==> src/rtl/adder_tree_accum_ctrl.sv <==
// rtl/adder_tree_accum_ctrl.sv - beat-streaming reduction sequencer around an adder tree
// Optional feature: define ADDER_TREE_ACCUM_SAT_EN to saturate the accumulator on carry
// out instead of wrapping.

module adder_tree #(
  parameter int INPUTS_NUM  = 8,
  parameter int IDATA_WIDTH = 8,
  parameter int TREE_WIDTH  = IDATA_WIDTH + $clog2(INPUTS_NUM)
) (
  input  logic [INPUTS_NUM-1:0][IDATA_WIDTH-1:0] idata,
  output logic [TREE_WIDTH-1:0]                  osum
);

  // Unsigned sum of all elements; TREE_WIDTH leaves room for every carry.
  always_comb begin
    osum = '0;
    for (int i = 0; i < INPUTS_NUM; i++) begin
      osum = osum + TREE_WIDTH'(idata[i]);
    end
  end

endmodule

module adder_tree_accum_ctrl #(
  parameter int INPUTS_NUM  = 8,
  parameter int IDATA_WIDTH = 8,
  parameter int BEATS_W     = 8,
  parameter int ACC_WIDTH   = IDATA_WIDTH + $clog2(INPUTS_NUM) + BEATS_W
) (
  input  logic                                   clk,
  input  logic                                   rst_n,
  input  logic                                   clear,
  input  logic                                   start,
  input  logic [BEATS_W-1:0]                     num_beats,
  input  logic                                   in_valid,
  output logic                                   in_ready,
  input  logic [INPUTS_NUM-1:0][IDATA_WIDTH-1:0] idata,
  output logic                                   out_valid,
  input  logic                                   out_ready,
  output logic [ACC_WIDTH-1:0]                   odata,
  output logic                                   busy,
  output logic                                   overflow
);

  localparam int TREE_WIDTH = IDATA_WIDTH + $clog2(INPUTS_NUM);

  typedef enum logic [1:0] {
    S_IDLE  = 2'd0,
    S_ACCUM = 2'd1,
    S_DONE  = 2'd2
  } state_t;

  state_t                 r_state;
  state_t                 w_state_nxt;
  logic [ACC_WIDTH-1:0]   r_acc;
  logic [BEATS_W-1:0]     r_count;
  logic                   r_ovf;
  logic [TREE_WIDTH-1:0]  w_tree_sum;
  logic [ACC_WIDTH:0]     w_acc_sum;
  logic                   w_carry;
  logic                   w_beat;
  logic                   w_start;

  adder_tree #(
    .INPUTS_NUM  (INPUTS_NUM),
    .IDATA_WIDTH (IDATA_WIDTH),
    .TREE_WIDTH  (TREE_WIDTH)
  ) u_tree (
    .idata (idata),
    .osum  (w_tree_sum)
  );

  // One extra bit on the sum exposes the carry out of ACC_WIDTH.
  assign w_acc_sum = {1'b0, r_acc} + (ACC_WIDTH + 1)'(w_tree_sum);
  assign w_carry   = w_acc_sum[ACC_WIDTH];
  assign w_beat    = (r_state == S_ACCUM) && in_valid && !clear;
  assign w_start   = (r_state == S_IDLE) && start && !clear;

  assign odata    = r_acc;
  assign overflow = r_ovf;

  // State register.
  always_ff @(posedge clk or negedge rst_n) begin
    if (!rst_n) begin
      r_state <= S_IDLE;
    end else begin
      r_state <= w_state_nxt;
    end
  end

  // Next state; handshake outputs decode only the registered state.
  always_comb begin
    w_state_nxt = r_state;
    in_ready    = 1'b0;
    out_valid   = 1'b0;
    busy        = 1'b0;
    case (r_state)
      S_IDLE: begin
        if (start) begin
          w_state_nxt = (num_beats != '0) ? S_ACCUM : S_DONE;
        end
      end
      S_ACCUM: begin
        in_ready = 1'b1;
        busy     = 1'b1;
        if (in_valid && (r_count == BEATS_W'(1))) begin
          w_state_nxt = S_DONE;
        end
      end
      S_DONE: begin
        out_valid = 1'b1;
        busy      = 1'b1;
        if (out_ready) begin
          w_state_nxt = S_IDLE;
        end
      end
      default: w_state_nxt = S_IDLE;
    endcase
    if (clear) begin
      w_state_nxt = S_IDLE;
    end
  end

  // Accumulator, remaining-beat counter and sticky overflow flag.
  always_ff @(posedge clk or negedge rst_n) begin
    if (!rst_n) begin
      r_acc   <= '0;
      r_count <= '0;
      r_ovf   <= 1'b0;
    end else if (clear) begin
      r_acc   <= '0;
      r_count <= '0;
      r_ovf   <= 1'b0;
    end else if (w_start) begin
      r_acc   <= '0;
      r_count <= num_beats;
      r_ovf   <= 1'b0;
    end else if (w_beat) begin
      r_count <= r_count - BEATS_W'(1);
      r_ovf   <= r_ovf | w_carry;
`ifdef ADDER_TREE_ACCUM_SAT_EN
      r_acc   <= w_carry ? {ACC_WIDTH{1'b1}} : w_acc_sum[ACC_WIDTH-1:0];
`else
      r_acc   <= w_acc_sum[ACC_WIDTH-1:0];
`endif
    end
  end

endmodule
==> config.mk <==
export PLATFORM = sky130hd
export DESIGN_NAME = adder_tree_accum_ctrl
export DESIGN_NICKNAME = d
export VERILOG_FILES = /design/src/rtl/adder_tree_accum_ctrl.sv
export SDC_FILE = /design/constraint.sdc
export NUM_CORES = 1
export LEC_CHECK = 0
export ABC_AREA = 1
export BUFFER_PORTS_ARGS = -buffer_cell sky130_fd_sc_hd__buf_2
export CORE_AREA = 2 2 93 95
export CTS_BUF_LIST = sky130_fd_sc_hd__clkbuf_2
export CTS_CLUSTER_DIAMETER = 200
export DETAILED_ROUTE_END_ITERATION = 10
export DIE_AREA = 0 0 95 97
export GPL_ROUTABILITY_DRIVEN = 0
export HOLD_SLACK_MARGIN = 0.03
export PLACE_DENSITY = 0.84
export SLEW_MARGIN = 0
export SYNTH_ARGS = -nofsm -noshare
export SYNTH_HDL_FRONTEND = slang
export SYNTH_SLANG_ARGS = --single-unit
==> constraint.sdc <==
create_clock -name clk -period 2.63 [get_ports clk]
set_clock_uncertainty 0.1 [all_clocks]
set_input_delay 0.526 -clock clk [delete_from_list [all_inputs] [get_ports clk]]
set_output_delay 0.526 -clock clk [all_outputs]
set_load 0.02 [all_outputs]
==> key figures, run 1 <==
GRT
  – Gr usage total: 26.2%
  – Antenna violations before repair: 0
  – Largest net degree at the start of global routing: 31
  – First-pass GRT wire length: 19600 um
  – Global route overflow: 0
  – Vias in the first global route: 4674

Detailed routing
  – Detailed Route WL: 13700 um
  – Detailed-route via count: 4628
  – DRC Markers: 0
  – 1st-pass router iterations: 7
  – 1st-iter DRT viols: 407
  – Wirelength per Cell: 16.5 um
  – Antenna Violating Nets Remaining: 0
  – Vias/cell: 5.57

Place
  – IO buf count: 100
  – Placed cell areas: 0.00532 sq mm
  – Dpl ws: -3.37 ns
  – Final HPWL from detailed placement: 9110 um

Synth
  – Syn nets: 733
  – Post-synthesis cell area: 0.00413 sq mm
  – Synth Area in Adders: 31.8%
  – Synth Area in XOR/XNOR: 3.18%
  – Multiplexer area fraction after synthesis: 0%
  – Post-Syn Instances: 574
  – Synth Area in Simple Gates: 24.8%
  – Post-synth EDFFs: 0
  – Top cells by area, synth: fa_1 (19%), dfrtp_1 (18%), inv_1 (13%)
  – Number of different library cells in the post-synthesis netlist: 31
  – Largest family of logic cells by synthesized area: adder cells
  – Register bit total from synthesis: 30
  – Top cell type's share of synthesized area: 19.4%
  – Post-synth ARST share: 100%
  – Largest area contributor in the netlist: fa_1
  – Compound-Gate Fraction of Synth Area: 8.94%
  – Most used flip-flop cell after synthesis: dfrtp_1
  – Sequential cell area fraction in the yosys report: 18.2%
  – Syn. warnings: 0
  – Mapped Avg Cell Area: 7.20 sq um

Clock tree
  – Clock Latency Late Sink: 0.39 ns
  – CTS H-tree depth: 2
  – CTS Hold Buffers Added: 0
  – Clk buf depth: 2
  – Root buffer cell: clkbuf_2
  – Clock slew at reported path FFs: 0.19 ns
  – # clock sinks: 30
  – TritonCTS clock tree: built
  – Num CTS Buffers: 5

Timing
  – Tmin final: 5.63 ns
  – Relative slew slack: 51.8%
  – Final hold viol count: 0
  – Final period util: 214%
  – Worst hold slack: 0.0533 ns
  – Highest Clock Rate: 177 MHz
  – Setup violators final: 19
  – Worst Max-Slew Pin Slew: 0.723 ns
  – Final WS setup: -3.00 ns
  – Final Max Tran Viols: 0
  – Unrepaired setup endpoints after global routing: true
  – Setup TNS: -50.46 ns

Finish
  – Nets: 885
  – Share of cells above drive strength 1: 41.3%
  – Post-route design area: 0.00590 sq mm
  – Total of fill cells in the finished design: 545
  – N_diodes: 0
  – Syn-to-layout area delta: 42.9%

Floorplanning
  – Core ar.: 0.00813 sq mm
  – Row count: 33
  – IO Pins: 101
  – Die Ht: 97 um
  – Initial core utilization: 50.8%
  – Die Area: 0.00922 sq mm
  – Die width: 95 um

Run
  – Max cap viols: 0

Worst setup path
  – Critical Path RT: 2.87 ns
  – Crit-path max cell delay: 0.52 ns
  – Worst Setup End Kind: flop
  – Worst path slowest cell: fa_1
  – WS Path Type: in2reg
  – CP most frequent cell: fa_1
  – Worst setup SP type: input pin
  – Critical Path Fanout Max: 5
  – Data arrival, critical path: 5.87 ns

Run status
  – Failing checks: negative setup slack
  – Status: complete, but fails checks

Hold path
  – Hold Path Class: in2async
[path summary, 6_finish.rpt]
kind,slack [ns],startpoint,to,cells past startpoint
worst min register to register,0.41,overflow,overflow,2
worst min-delay path,0.05,rst_n,odata[4],1
max in group asynchronous,1.90,rst_n,odata[3],1
worst max-delay path,-3.00,idata[0],odata[11],31
worst max register to register,0.38,r_state[1],odata[0],7
min in group clk,0.34,num_beats[3],r_count[3],3
[synthesized netlist by cell type (4+ instances only)]
cell	count
a21oi_1	32
dfrtp_1	30
fa_1	40
ha_1	41
inv_1	138
nand2_1	136
nand3_1	38
nand3b_1	4
nand4_1	8
nor2_1	39
nor3_1	5
o21ai_0	21
o22ai_1	5
xnor2_1	6
xor2_1	9
[critical path, delay by kind of cell]
family	cells	cell delay (ns)
buffers and inverters	7	0.45
AND/OR/NAND/NOR	12	1.35
XOR/XNOR	2	0.34
adder cells (fa/ha/maj)	8	3.00
AO/OA/AOI/OAI	2	0.21
[cell type report]
type / count / area [sq um] / share of cell area, %
Multi-Input combinational cell: 402 / 3540 / 60.0
Timing Repair Buffer: 147 / 887 / 15.0
Sequential cell: 30 / 751 / 12.7
Inverter: 140 / 536 / 9.07
Tap cell: 105 / 131 / 2.23
Clock inverter: 2 / 33.8 / 0.572
Clock buffer: 5 / 25.0 / 0.424
[routing by layer]
| layer | vias up | track usage [%] | part of all wire, % |
|---|---|---|---|
| met3 | 89 | 3.89 | 7.5 |
| met2 | 290 | 47.6 | 51 |
| met1 | 2177 | 30.6 | 36 |
| met4 | 0 | 9.70 | 5.6 |
| li1 | 2072 | - | - |
| met5 | - | 0 | 0 |
[kinds of logic after synthesis]
family | count (synthesis)
flops | 30
xor+xnor | 15
compound gates | 68
fa+ha+maj | 81
buf+inv | 142
simple gates | 238
[registers in the layout, indices dropped and copies added (netlist names)]
name and cells:
r_state 2, odata 19, overflow 1, r_count 8
[repair_timing]
action,CTS,global route
pin swaps,27,47
setup buffers,9,4
resized for setup,37,80
setup endpoints to repair,19,19
[placed cells by master, fill, tap and decap left out, types with 17 or more instances in the layout]
master	n
dfrtp_1	30
buf_2	97
ha_1	21
fa_1	36
ha_4	20
nand2_1	101
nand3_1	22
inv_1	113
nor2_1	28
a21oi_1	17
buf_4	44
nand2_2	25
inv_2	22
[metrics by stage]
| stage | std cells | util [%] |
|---|---|---|
| 2_1_floorplan | 574 | - |
| 3_3_place_gp | 812 | 65.4 |
| 3_5_place_dp | 812 | 65.4 |
| 4_1_cts | 828 | 68.7 |
| 5_1_grt | 831 | 72.6 |
| 6_report | 831 | 72.6 |
Power of run 1 is left out: the tool's default activity adds up to more than one toggle a clock period on the data nets, which glitch-free logic cannot reach.
==> run 2, diff against run 1 <==
Settings changed: CTS_BUF_LIST sky130_fd_sc_hd__clkbuf_2 to not set, SKIP_CTS_REPAIR_TIMING set to 1.
==> run 2 against run 1 <==
The run still ends with negative setup slack left. Routed wire length fell by 12%. Global-route usage shrank 1.1 points. Worst setup slack lost 0.045 ns. Largest cell class unchanged.
==> key figures, run 2 (synthesis gave the netlist of run 1 again) <==
Clock tree
  – Clock slew at reported path FFs: 0.07 ns (-0.12 ns)
  – CTS H-tree depth: 2 (unchanged)
  – Num CTS Buffers: 5 (unchanged)
  – Root buffer cell: clkbuf_8
  – TritonCTS clock tree: built
  – Clock Latency Late Sink: 0.30 ns (-0.09 ns)
  – Clk buf depth: 2 (unchanged)
  – # clock sinks: 30 (unchanged)

Floorplanning
  – Initial core utilization: 50.8% (unchanged)
  – Die width: 95 um (unchanged)
  – Core ar.: 0.00813 sq mm (unchanged)
  – Row count: 33 (unchanged)
  – Die Area: 0.00922 sq mm (unchanged)
  – Die Ht: 97 um (unchanged)
  – IO Pins: 101 (unchanged)

Timing
  – Setup violators final: 19 (unchanged)
  – Tmin final: 5.68 ns (+0.0450 ns)
  – Final Max Tran Viols: 0 (unchanged)
  – Relative slew slack: 52.7% (+0.91 points)
  – Worst Max-Slew Pin Slew: 0.709 ns (-0.0136 ns)
  – Setup TNS: -52.19 ns (-1.73 ns)
  – Unrepaired setup endpoints after global routing: true
  – Final WS setup: -3.05 ns (-0.0450 ns)
  – Final hold viol count: 0 (unchanged)
  – Highest Clock Rate: 176 MHz (-0.79%)
  – Worst hold slack: 0.176 ns (+0.123 ns)
  – Final period util: 216% (+1.7 points)

Detailed routing
  – Detailed-route via count: 4408 (-4.8%)
  – Detailed Route WL: 12100 um (-12%)
  – 1st-pass router iterations: 5 (-2)
  – Antenna Violating Nets Remaining: 0 (unchanged)
  – Wirelength per Cell: 14.7 um (-11%)
  – 1st-iter DRT viols: 262 (-36%)
  – Vias/cell: 5.35 (-3.9%)
  – DRC Markers: 0 (unchanged)

Finish
  – Syn-to-layout area delta: 38.8%
  – Total of fill cells in the finished design: 584 (+7.2%)
  – N_diodes: 0 (unchanged)
  – Share of cells above drive strength 1: 36.9% (-4.5 points)
  – Most frequent cells in the layout: inv_1 (119), nand2_1 (111), buf_2 (98)
  – Most common cell after layout, fill and taps aside: inv_1
  – Final cell count without fillers: 824 (-0.84%)
  – Max reg flops: 19 (unchanged)
  – Nets: 878 (-0.79%)

GRT
  – First-pass GRT wire length: 18800 um (-4.4%)
  – Global route overflow: 0 (unchanged)
  – Vias in the first global route: 4455 (-4.7%)
  – Gr usage total: 25.1% (-1.1 points)
  – Antenna violations before repair: 0 (unchanged)
  – Largest net degree at the start of global routing: 31 (unchanged)

Run status
  – Status: complete, but fails checks
  – Failing checks: negative setup slack

Worst setup path
  – Buffers and inverters on the worst path: 7 (unchanged)
  – Crit path from: idata[3]
  – Critical Path Fanout Max: 6 (+1)
  – WS Path Type: in2reg
  – Reg2reg start: r_state[1]
  – Worst Setup End Kind: flop
  – Worst path slowest cell: fa_1
  – Data arrival, critical path: 5.77 ns (-0.10 ns)
  – Crit-path leading delay family: adder cells
  – Worst setup SP type: input pin
  – Critical Path RT: 2.72 ns (-0.15 ns)
  – Crit-path max cell delay: 0.56 ns (+0.04 ns)

Place
  – Final HPWL from detailed placement: 9110 um (unchanged)
  – IO buf count: 100 (unchanged)
  – Inst Count DP: 812 (unchanged)

Run
  – Max cap viols: 0 (unchanged)

Hold path
  – Hold Path Class: in2async
[run 2: cell types whose count changed in the layout (fill, tap and decap cells not counted), sizes merged]
cell    before  now
clkinv       2    1
buf        147  140
clkbuf       5    6
[run 2: final timing paths]
kind	to	slack, ns	cells after the start
max	odata[13]	-3.05	31
min	odata[15]	0.18	1
max reg2reg	odata[0]	0.44	7
min reg2reg	overflow	0.39	2
max in group asynchronous	r_count[7]	1.80	1
min in group clk	overflow	0.39	2
[run 2: metal layers]
layer | up-vias | GRT usage (%) | part of all wire, %
met4 | 0 | 8.92 | 2.7
met2 | 215 | 45.4 | 53
met3 | 49 | 3.27 | 5.3
met5 | - | 0 | 0
li1 | 2057 | - | -
met1 | 2087 | 29.8 | 39
[run 2: stage by stage]
step / util [%] / worst slack, ns / instance area [sq um]
3_3_place_gp: 65.4 / -3.16 / 5320
5_1_grt: 70.5 / -3.25 / 5730
4_1_cts: 66.8 / -3.08 / 5430
3_5_place_dp: 65.4 / -3.37 / 5320
2_1_floorplan: - / -2.72 / 4440
6_report: 70.5 / -3.05 / 5730
[run 2: layout make-up]
cell class | count | area (sq um) | share of cell area, %
inverter | 140 | 528 | 9.21
multi-input combinational | 402 | 3400 | 59.2
clock inverter | 1 | 30.0 | 0.524
sequential | 30 | 751 | 13.1
tap | 105 | 131 | 2.29
clock buffer | 6 | 82.6 | 1.44
timing repair buffer | 140 | 813 | 14.2
[run 2: worst reg2reg max path, cell delays in order (launching register included)]
cell and delay [ns]:
dfrtp_1 0.38, inv_1 0.09, ha_1 0.23, nand2_1 0.19
clkinv_1 0.38, nand2_4 0.29, inv_1 0.20, a22o_1 0.24
Power of run 2 is left out for the same reason.
